--- src/rtl/seg7_scan_driver_if.sv ---
// Bundle between the time-keeping logic and the four-digit seven-segment scan driver.
// master: clock/time-set side that supplies digits and strobes; slave: the scan driver.
interface seg7_scan_driver_if;
    logic       scan_tick;
    logic [2:0] minutes_tens;
    logic [3:0] minutes_ones;
    logic [2:0] seconds_tens;
    logic [3:0] seconds_ones;
    logic       set_active;
    logic [1:0] set_digit;
    logic [3:0] an_n;
    logic [6:0] seg_n;
    logic       dp_n;

    modport master (
        output scan_tick, minutes_tens, minutes_ones, seconds_tens, seconds_ones,
        output set_active, set_digit,
        input  an_n, seg_n, dp_n
    );

    modport slave (
        input  scan_tick, minutes_tens, minutes_ones, seconds_tens, seconds_ones,
        input  set_active, set_digit,
        output an_n, seg_n, dp_n
    );
endinterface

--- src/rtl/seg7_scan_driver.sv ---
// Four-digit multiplexed seven-segment driver with frame-coherent digit shadowing.
// Optional edit-digit blinking is compiled in when SEG7_BLINK_EN is defined.
module seg7_scan_driver #(
    parameter int BLINK_TICKS = 200
) (
    input  logic                clk,
    input  logic                rst_n,
    seg7_scan_driver_if.slave   bus
);

    typedef logic [3:0] digit_t;

    // Active-low {g,f,e,d,c,b,a}; anything above 9 renders as a dash.
    function automatic logic [6:0] encode(input digit_t d);
        case (d)
            4'd0:    encode = 7'b1000000;
            4'd1:    encode = 7'b1111001;
            4'd2:    encode = 7'b0100100;
            4'd3:    encode = 7'b0110000;
            4'd4:    encode = 7'b0011001;
            4'd5:    encode = 7'b0010010;
            4'd6:    encode = 7'b0000010;
            4'd7:    encode = 7'b1111000;
            4'd8:    encode = 7'b0000000;
            4'd9:    encode = 7'b0010000;
            default: encode = 7'b0111111;
        endcase
    endfunction

    logic [1:0]         idx;
    logic               running;
    logic [3:0][3:0]    shadow;
    logic [3:0]         an_q;
    logic [6:0]         seg_q;
    logic               dp_q;

    logic [1:0]         idx_next;
    logic [3:0][3:0]    shadow_next;
    logic [3:0]         an_next;
    logic               blank;

    // The first tick after reset shows digit 0 without advancing; later ticks advance.
    always_comb begin
        idx_next    = running ? idx + 2'd1 : idx;
        shadow_next = shadow;
        if (!running || idx == 2'd3)
            shadow_next = {{1'b0, bus.minutes_tens}, bus.minutes_ones,
                           {1'b0, bus.seconds_tens}, bus.seconds_ones};
        an_next = ~(4'b0001 << idx_next);
        if (blank)
            an_next = 4'b1111;
    end

`ifdef SEG7_BLINK_EN
    localparam int CNT_W = (BLINK_TICKS > 1) ? $clog2(BLINK_TICKS) : 1;

    logic               set_q;
    logic               set_rise;
    logic [CNT_W-1:0]   blink_cnt;
    logic               blink_on;

    assign set_rise = bus.set_active & ~set_q;
    // A rise forces the visible phase even if it lands on a tick.
    assign blank    = bus.set_active & ~(set_rise | blink_on) & (idx_next == bus.set_digit);

    always_ff @(posedge clk) begin
        if (!rst_n) begin
            set_q     <= 1'b0;
            blink_cnt <= '0;
            blink_on  <= 1'b1;
        end else begin
            set_q <= bus.set_active;
            if (set_rise) begin
                blink_cnt <= '0;
                blink_on  <= 1'b1;
            end else if (bus.scan_tick) begin
                if (blink_cnt == CNT_W'(BLINK_TICKS - 1)) begin
                    blink_cnt <= '0;
                    blink_on  <= ~blink_on;
                end else begin
                    blink_cnt <= blink_cnt + 1'b1;
                end
            end
        end
    end
`else
    logic unused_set;
    assign blank      = 1'b0;
    // Edit controls have no effect in this build.
    assign unused_set = &{1'b0, bus.set_active, bus.set_digit, BLINK_TICKS[0]};
`endif

    always_ff @(posedge clk) begin
        if (!rst_n) begin
            idx     <= 2'd0;
            running <= 1'b0;
            // NOTE: the shadow is only four nibbles, so it is reset like any other register.
            shadow  <= '0;
            an_q    <= 4'b1111;
            seg_q   <= 7'b1111111;
            dp_q    <= 1'b1;
        end else if (bus.scan_tick) begin
            // NOTE: non-blocking so every register sees pre-edge values of its peers.
            idx     <= idx_next;
            running <= 1'b1;
            shadow  <= shadow_next;
            an_q    <= an_next;
            seg_q   <= encode(shadow_next[idx_next]);
            dp_q    <= (idx_next != 2'd2);
        end
    end

    assign bus.an_n  = an_q;
    assign bus.seg_n = seg_q;
    assign bus.dp_n  = dp_q;

endmodule
--- src/flat_wrapper.sv ---
// flat-port wrapper written by rule: the top's interface ports become plain ports
module seg7_scan_driver_flat 
#(
    parameter int BLINK_TICKS = 200
)
  (clk, rst_n, bus_scan_tick, bus_minutes_tens, bus_minutes_ones, bus_seconds_tens, bus_seconds_ones, bus_set_active, bus_set_digit, bus_an_n, bus_seg_n, bus_dp_n);
  seg7_scan_driver_if bus_i ();
  input  logic clk;
  input  logic rst_n;
  input wire logic [$bits(bus_i.scan_tick)-1:0] bus_scan_tick;
  input wire logic [$bits(bus_i.minutes_tens)-1:0] bus_minutes_tens;
  input wire logic [$bits(bus_i.minutes_ones)-1:0] bus_minutes_ones;
  input wire logic [$bits(bus_i.seconds_tens)-1:0] bus_seconds_tens;
  input wire logic [$bits(bus_i.seconds_ones)-1:0] bus_seconds_ones;
  input wire logic [$bits(bus_i.set_active)-1:0] bus_set_active;
  input wire logic [$bits(bus_i.set_digit)-1:0] bus_set_digit;
  output wire logic [$bits(bus_i.an_n)-1:0] bus_an_n;
  output wire logic [$bits(bus_i.seg_n)-1:0] bus_seg_n;
  output wire logic [$bits(bus_i.dp_n)-1:0] bus_dp_n;
  assign bus_i.scan_tick = bus_scan_tick;
  assign bus_i.minutes_tens = bus_minutes_tens;
  assign bus_i.minutes_ones = bus_minutes_ones;
  assign bus_i.seconds_tens = bus_seconds_tens;
  assign bus_i.seconds_ones = bus_seconds_ones;
  assign bus_i.set_active = bus_set_active;
  assign bus_i.set_digit = bus_set_digit;
  assign bus_an_n = bus_i.an_n;
  assign bus_seg_n = bus_i.seg_n;
  assign bus_dp_n = bus_i.dp_n;
  seg7_scan_driver #(.BLINK_TICKS(BLINK_TICKS)) u_core (.clk(clk), .rst_n(rst_n), .bus(bus_i));
endmodule
--- config.mk ---
export PLATFORM = sky130hd
export DESIGN_NAME = seg7_scan_driver_flat
export DESIGN_NICKNAME = d
export VERILOG_FILES = /design/src/rtl/seg7_scan_driver_if.sv /design/src/rtl/seg7_scan_driver.sv /design/src/flat_wrapper.sv
export SDC_FILE = /design/constraint.sdc
export NUM_CORES = 1
export LEC_CHECK = 0
export ABC_AREA = 1
export CAP_MARGIN = 10
export CORE_UTILIZATION = 50
export CTS_BUF_LIST = sky130_fd_sc_hd__clkbuf_2
export DETAILED_ROUTE_END_ITERATION = 10
export GPL_TIMING_DRIVEN = 0
export PLACE_DENSITY = 0.87
export SLEW_MARGIN = 5
export SYNTH_ARGS = -nofsm -noshare
export SYNTH_HDL_FRONTEND = slang
export SYNTH_SLANG_ARGS = --single-unit
--- constraint.sdc ---
create_clock -name clk -period 3 [get_ports clk]
set_input_delay 0.6 -clock clk [delete_from_list [all_inputs] [get_ports clk]]
set_output_delay 0.6 -clock clk [all_outputs]
set_load 0.02 [all_outputs]
==> results of run 1 <==
==> worst paths after layout <==
kind | from | to
hold / removal | u_core.shadow[15] | u_core.shadow[15]
hold reg to reg | u_core.shadow[15] | u_core.shadow[15]
setup / recovery | u_core.idx[0] | u_core.bus.seg_n[6]
setup reg to reg | u_core.idx[0] | u_core.bus.seg_n[6]
==> synthesized netlist by cell type <==
| master | instances | area [sq um] |
|---|---|---|
| a211oi_1 | 5 | 37.5 |
| inv_1 | 25 | 93.8 |
| nor3_4 | 1 | 16.3 |
| o21ai_2 | 1 | 8.76 |
| a21oi_1 | 22 | 110 |
| buf_2 | 2 | 10.0 |
| nor2_8 | 1 | 20.0 |
| nand2_2 | 14 | 87.6 |
| a21oi_2 | 2 | 17.5 |
| nand3_1 | 18 | 90.1 |
| nor2_4 | 3 | 33.8 |
| a21oi_4 | 1 | 16.3 |
| dfxtp_1 | 30 | 601 |
| inv_6 | 1 | 8.76 |
| nand2_4 | 6 | 67.6 |
| buf_6 | 2 | 22.5 |
| nor2_1 | 17 | 63.8 |
| nor2_2 | 6 | 37.5 |
| buf_12 | 1 | 20.0 |
| clkbuf_1 | 5 | 18.8 |
| inv_2 | 3 | 11.3 |
| nand3_2 | 3 | 30.0 |
| buf_4 | 1 | 7.51 |
| nand2_1 | 73 | 274 |
| o21ai_0 | 15 | 75.1 |
| ha_1 | 7 | 87.6 |
| or2_1 | 1 | 6.26 |
==> report_power, final <==
group          leakage [uW]  switching (uW)  internal, uW  total (uW)
clock             0.0000264             152          53.0         205
combinational      0.000747             193           133         326
sequential         0.000248            15.2           430         446
==> sequential cells by signal, indices dropped and copies added, names as in the netlist <==
signal / flops
u_core.idx: 2
u_core.running: 1
u_core.shadow: 16
u_core.bus.an_n: 4
u_core.bus.seg_n: 7
==> cell type report <==
type	instances	area share, %
multi-input combinational	196	48.2
tap	46	2.57
sequential	30	26.8
clock inverter	3	0.725
inverter	29	5.08
buffer	11	3.52
timing repair buffer	27	12.1
clock buffer	5	1.12
==> worst reg2reg max path: cells and delay by family, from the launching register on <==
family | cells | cell delay [ns]
DFF | 1 | 0.46
buffers and inverters | 3 | 0.37
AOI/OAI and AO/OA | 2 | 0.20
and+or+nand+nor | 6 | 0.77
adders and majority gates | 2 | 0.52
==> metal layers <==
| metal | wire, microns | share of wire, % | global-route usage (%) | up-vias |
|---|---|---|---|---|
| li1 | - | - | - | 911 |
| met1 | 1880 | 47 | 28.8 | 774 |
| met2 | 1850 | 46 | 36.7 | 44 |
| met3 | 200 | 5.0 | 4.71 | 6 |
| met4 | 61 | 1.5 | 9.38 | 0 |
| met5 | 0 | 0 | 0 | - |
==> per-stage QoR <==
step | total power [uW] | hold WS, ns
finish | 977 | 0.452
detailed placement | 778 | 0.435
CTS | 975 | 0.454
global route | 1040 | 0.477
floorplan | 679 | 0.416
global placement | 771 | 0.424
==> logic make-up after synthesis <==
kind of cell / count (synthesis)
and+or+nand+nor: 143
AOI/OAI and AO/OA: 46
DFF: 30
buffers and inverters: 40
adders and majority gates: 7
==> results.md, run 1 <==
* Post-Syn Area at 1870 sq um
* Cell family with most CP delay: simple AND/OR/NAND/NOR gates
* Largest family of logic cells by synthesized area: simple AND/OR/NAND/NOR gates
* Core Region at 3470 sq um
* Crit path max fanout at 10
* Die area at roughly 4000 sq um
* Worst path required time at 3.29 ns
* Post-synthesis mux area share at 0%
* Num CTS Buffers at 5
* Fin. max-slew vios at 0
* Leakage at 0.00102 uW
* VDD IR max at 0.246 mV
* Post-synth cell types at 27
* Final Cell Area at 2240 sq um
* Detailed placer's ending HPWL at 3.04 mm
* CTS resizes at 0
* Share of layout cells above drive strength 1 at approximately 18%
* Post-Synth Simple-Gate Area at 38.8%
* Most frequent cells in the layout: nand2_1, dfxtp_1, clkdlybuf4s50_1
* Worst setup EP type: flop
* Setup CP Type: reg2reg
* Dpl cells at 339
* PwrDens at 436 nW/um^2
* Die Span X at ~63 microns
* Clock Skew at around 0.028 ns
* Commonest non-fill, non-tap cell in the layout: nand2_1
* Slew HR at 64.0%
* Finished Core Util at 64.6%
* RSZ-0062 raised after global routing: false
* Placed cell area at 2200 sq um
* Worst slew pin tran at approximately 0.54 ns
* Worst path bufs/invs at 3
* I/O pin count at 32
* Via/cell ratio at 5.00
* Pre-CTS WS at 0.601 ns
* Root buffer selected by CTS: clkbuf_2
* Min Tclk post-route at 2.42 ns
* Antenna violations before repair at 0
* DR vias at between 1500 and 2000
* Fin Setup TNS at 0 ns
* Post-Syn Nets at 293
* CP Launch Type: flop
* Initial Utilization at 54.0%
* Max-cap violations at 0
* Clk_lat worst skew at 0.40 ns
* Synthesized instance count at 266
* Clock transition at the registers of the reported paths at 0.16 ns
* Vias in the first global route at 1571
* Fin cells at ~350
* Share of the clock period used by the worst path at between 80% and 90%
* Post-synthesis compound-gate area fraction at 14.2%
* Nets at 327
* Post-synthesis sequential area ratio at 32.1%
* Worst path depth at 13
* Gpl congestion at 0.900
* Syn-to-layout area delta at 19.7%
* Adder-Cell Fraction of Synth Area at 4.68%
* Post-DRT Antenna Nets at 0
* Crit path cell chain: ha_1, inv_2, nand2_4, buf_12, nand2_1, o21ai_0, o21ai_0, nor2_2, inv_1, ha_1, or2_1, nand3_1, nand2_1
* Register area at 601 sq um
* First-pass GRT wire length at 7.03 mm
* CP peak stage delay at 0.46 ns
* WL/cell at roughly 12 microns
* Area of the multi-input gates at 1080 sq um
* Row count at 21
* Total GRT Usage at 22.6%
* Largest net degree at the start of global routing at 11
* YS warnings at 0
* Final Hold Vio Count at 0
* Total grt overflow at 0
* Cts hold-fix bufs at 0
* Hold depth at 2
* Final setup fails at 0
* Slowest library cell on the worst path: dfxtp_1
* TritonCTS clock tree: done
* Post-CTS Setup Bufs at 0
* CTS sink cnt at 30
* Outcome: complete, no violations
* Fillcell total at 337
* Routed wire length at roughly 4 mm
* Ant. Diodes at 0
* DRT Pass-1 Iters at 4
* Synth Register Bits at 30
* R2r setup slk at just under 0.6 ns
* Chip height at between 60 and 70 microns
* # DRC at 0
* H-tree depth at 2
* First-iteration detailed-routing DRC count at 93
* Hold crit path type: reg2reg
* Final WS setup at 0.577 ns
* Worst Reg-to-Reg Cells at 13
* Syn_area_per_cell at between 7 and 8 sq um
* I/O Buffers at 27
* XOR/XNOR share of the synthesized area at 0%
* Worst path arrival time at 2.71 ns
* FMAX at between 0.4 and 0.5 GHz
* Clk buf depth at 2
No activity file was read; power rests on OpenSTA's default activity.
==> run 2, diff against run 1 <==
--- a/config.mk
+++ b/config.mk
@@ -7,11 +7,11 @@
 export LEC_CHECK = 0
 export ABC_AREA = 1
 export CAP_MARGIN = 10
-export CORE_UTILIZATION = 50
+export CORE_UTILIZATION = 49
 export CTS_BUF_LIST = sky130_fd_sc_hd__clkbuf_2
 export DETAILED_ROUTE_END_ITERATION = 10
 export GPL_TIMING_DRIVEN = 0
-export PLACE_DENSITY = 0.87
+export PLACE_DENSITY = 0.89
 export SLEW_MARGIN = 5
 export SYNTH_ARGS = -nofsm -noshare
 export SYNTH_HDL_FRONTEND = slang
==> constraint.sdc (replaced) <==
create_clock -name clk -period 2.1 [get_ports clk]
set_input_delay 0.42 -clock clk [delete_from_list [all_inputs] [get_ports clk]]
set_output_delay 0.42 -clock clk [all_outputs]
set_load 0.02 [all_outputs]
==> run 2 against run 1 <==
- power up 47%
- combinational power up 53%
- worst hold slack worse by 0.011 ns
- sequential share of layout area down 0.99 points
- utilization down 0.12 points
- clock power up 45%
- flip-flop and latch count unchanged
- via count up 5.8%
- final cell count up 2.6%
==> results.md, run 2 (synthesized netlist as in run 1, its figures left out) <==
* Slew HR at 62.5%
* Antenna violations before repair at 0
* Total GRT Usage at between 20% and 30%
* Slowest library cell on the worst path: dfxtp_4
* Clock transition at the registers of the reported paths at 0.18 ns
* Most frequent cells in the layout: nand2_1, clkdlybuf4s50_1, dfxtp_1
* Cell family with most CP delay: simple AND/OR/NAND/NOR gates
* Crit path cell chain: ha_4, nand2_1, nand2_4, nor2_2, nand2_1, nand2_1, nor3_4, ha_1, inv_1, a21oi_1, nand2_1, nand3_2
* Worst path arrival time at between 2 and 2.5 ns
* VDD IR max at 0.321 mV
* Share of the clock period used by the worst path at 94.6%
* Worst slew pin tran at roughly 0.56 ns
* Fillcell total at between 300 and 400
* Leakage at 0.00108 uW
* Total grt overflow at 0
* Worst path required time at 2.47 ns
* Fin cells at 356
* DRT Pass-1 Iters at 4
* TritonCTS clock tree: done
* Fin. max-slew vios at 0
* Chip height at 63.8 microns
* Die area at 4070 sq um
* CP peak stage delay at 0.39 ns
* Crit path max fanout at 6
* Fin Setup TNS at 0 ns
* Syn-to-layout area delta at 26.1%
* Biggest register: u_core.shadow
* Final setup fails at 0
* Root buffer selected by CTS: clkbuf_2
* Gpl congestion at around 0.93
* First-iteration detailed-routing DRC count at 108
* CP Launch Type: flop
* Final WS setup at 0.113 ns
* Setup CP Type: reg2reg
* # DRC at 0
* Initial Utilization at 51.2%
* Num CTS Buffers at 5
* Vias in the first global route at 1717
* Pre-CTS WS at -0.337 ns
* Clk buf depth at 2
* WL/cell at 12.5 microns
* Row count at 22
* Max-cap violations at 0
* Finished Core Util at 64.5%
* DR vias at roughly 1800
* Min Tclk post-route at 1.99 ns
* Ant. Diodes at 0
* Area of the multi-input gates at 1120 sq um
* CTS sink cnt at 30
* Dpl cells at roughly 340
* Final Hold Vio Count at 0
* Clock Skew at 0.0302 ns
* Hold crit path type: in2reg
* Core Region at about 3700 sq um
* Share of layout cells above drive strength 1 at 22.7%
* Worst setup EP type: flop
* Most frequent CP cell: nand2_1
* Clk_lat worst skew at around 0.4 ns
* Largest net degree at the start of global routing at 11
* PwrDens at 607 nW/um^2
* Routed wire length at 4.44 mm
* I/O pin count at 32
* Post-DRT Antenna Nets at 0
* Outcome: complete, no violations
* Max FFs per register at 16
* Nets at 334
* Register area at 609 sq um
* Via/cell ratio at 5.15
* FMAX at 0.503 GHz
* Worst path bufs/invs at 1
* First-pass GRT wire length at 7.31 mm
* I/O Buffers at 27
* H-tree depth at 2
* Die Span X at 63.8 microns
* Commonest non-fill, non-tap cell in the layout: nand2_1
* Detailed placer's ending HPWL at 3.15 mm
==> run 2: cell count changes in the layout (fill, tap and decap cells not counted), sizes merged <==
cell	before	now
buf	6	12
clkbuf	10	11
==> run 2: per-layer routing <==
metal,GRT usage (%),wire [microns]
met1,26.8,1930
met2,40.3,2200
met3,3.57,210
met4,16.5,104
met5,0,0
==> run 2: worst register-to-register path: stages (launching register included) <==
cell     delay [ns]
dfxtp_4        0.39
ha_4           0.27
nand2_1        0.08
nand2_4        0.14
nor2_2         0.08
nand2_1        0.09
nand2_1        0.09
nor3_4         0.25
ha_1           0.22
inv_1          0.05
a21oi_1        0.16
nand2_1        0.09
nand3_2        0.05
==> run 2: report_power, final <==
part,switching [uW],total (uW),internal (uW)
Combinational,293,500,208
Clock,221,297,75.7
Sequential,22.8,637,614
==> run 2: final timing paths <==
path | cells after the start | slack (ns) | from | to
worst min register to register | 2 | 0.45 | u_core.shadow[15] | u_core.shadow[15]
worst max register to register | 12 | 0.11 | u_core.idx[0] | u_core.bus.seg_n[0]
worst max-delay path | 12 | 0.11 | u_core.idx[0] | u_core.bus.seg_n[0]
worst min-delay path | 3 | 0.44 | rst_n | u_core.shadow[15]
==> run 2: through the flow <==
step / total power [uW] / hold slack (ns) / cell area (sq um)
finish: 1430 / 0.441 / 2360
global route: 1520 / 0.448 / 2360
CTS: 1410 / 0.421 / 2290
detailed placement: 1120 / 0.428 / 2200
global placement: 1100 / 0.422 / 2200
floorplan: 970 / 0.416 / 1870
==> run 2: area by class of cell <==
class                      count  share of cell area, %
tap                           48                   2.54
multi-input combinational    196                   47.4
inverter                      29                   5.03
sequential                    30                   25.8
timing repair buffer          35                   14.7
clock buffer                   5                   1.06
buffer                        10                   2.81
clock inverter                 3                  0.689
==> run 2: timing repair <==
action                     in CTS  in global routing
buffers inserted                3                  4
hold buffers                    0                  0
setup endpoints to repair       6                  6
gates cloned                    0                  1
gates resized for setup         8                 12
pin swaps                       1                  5
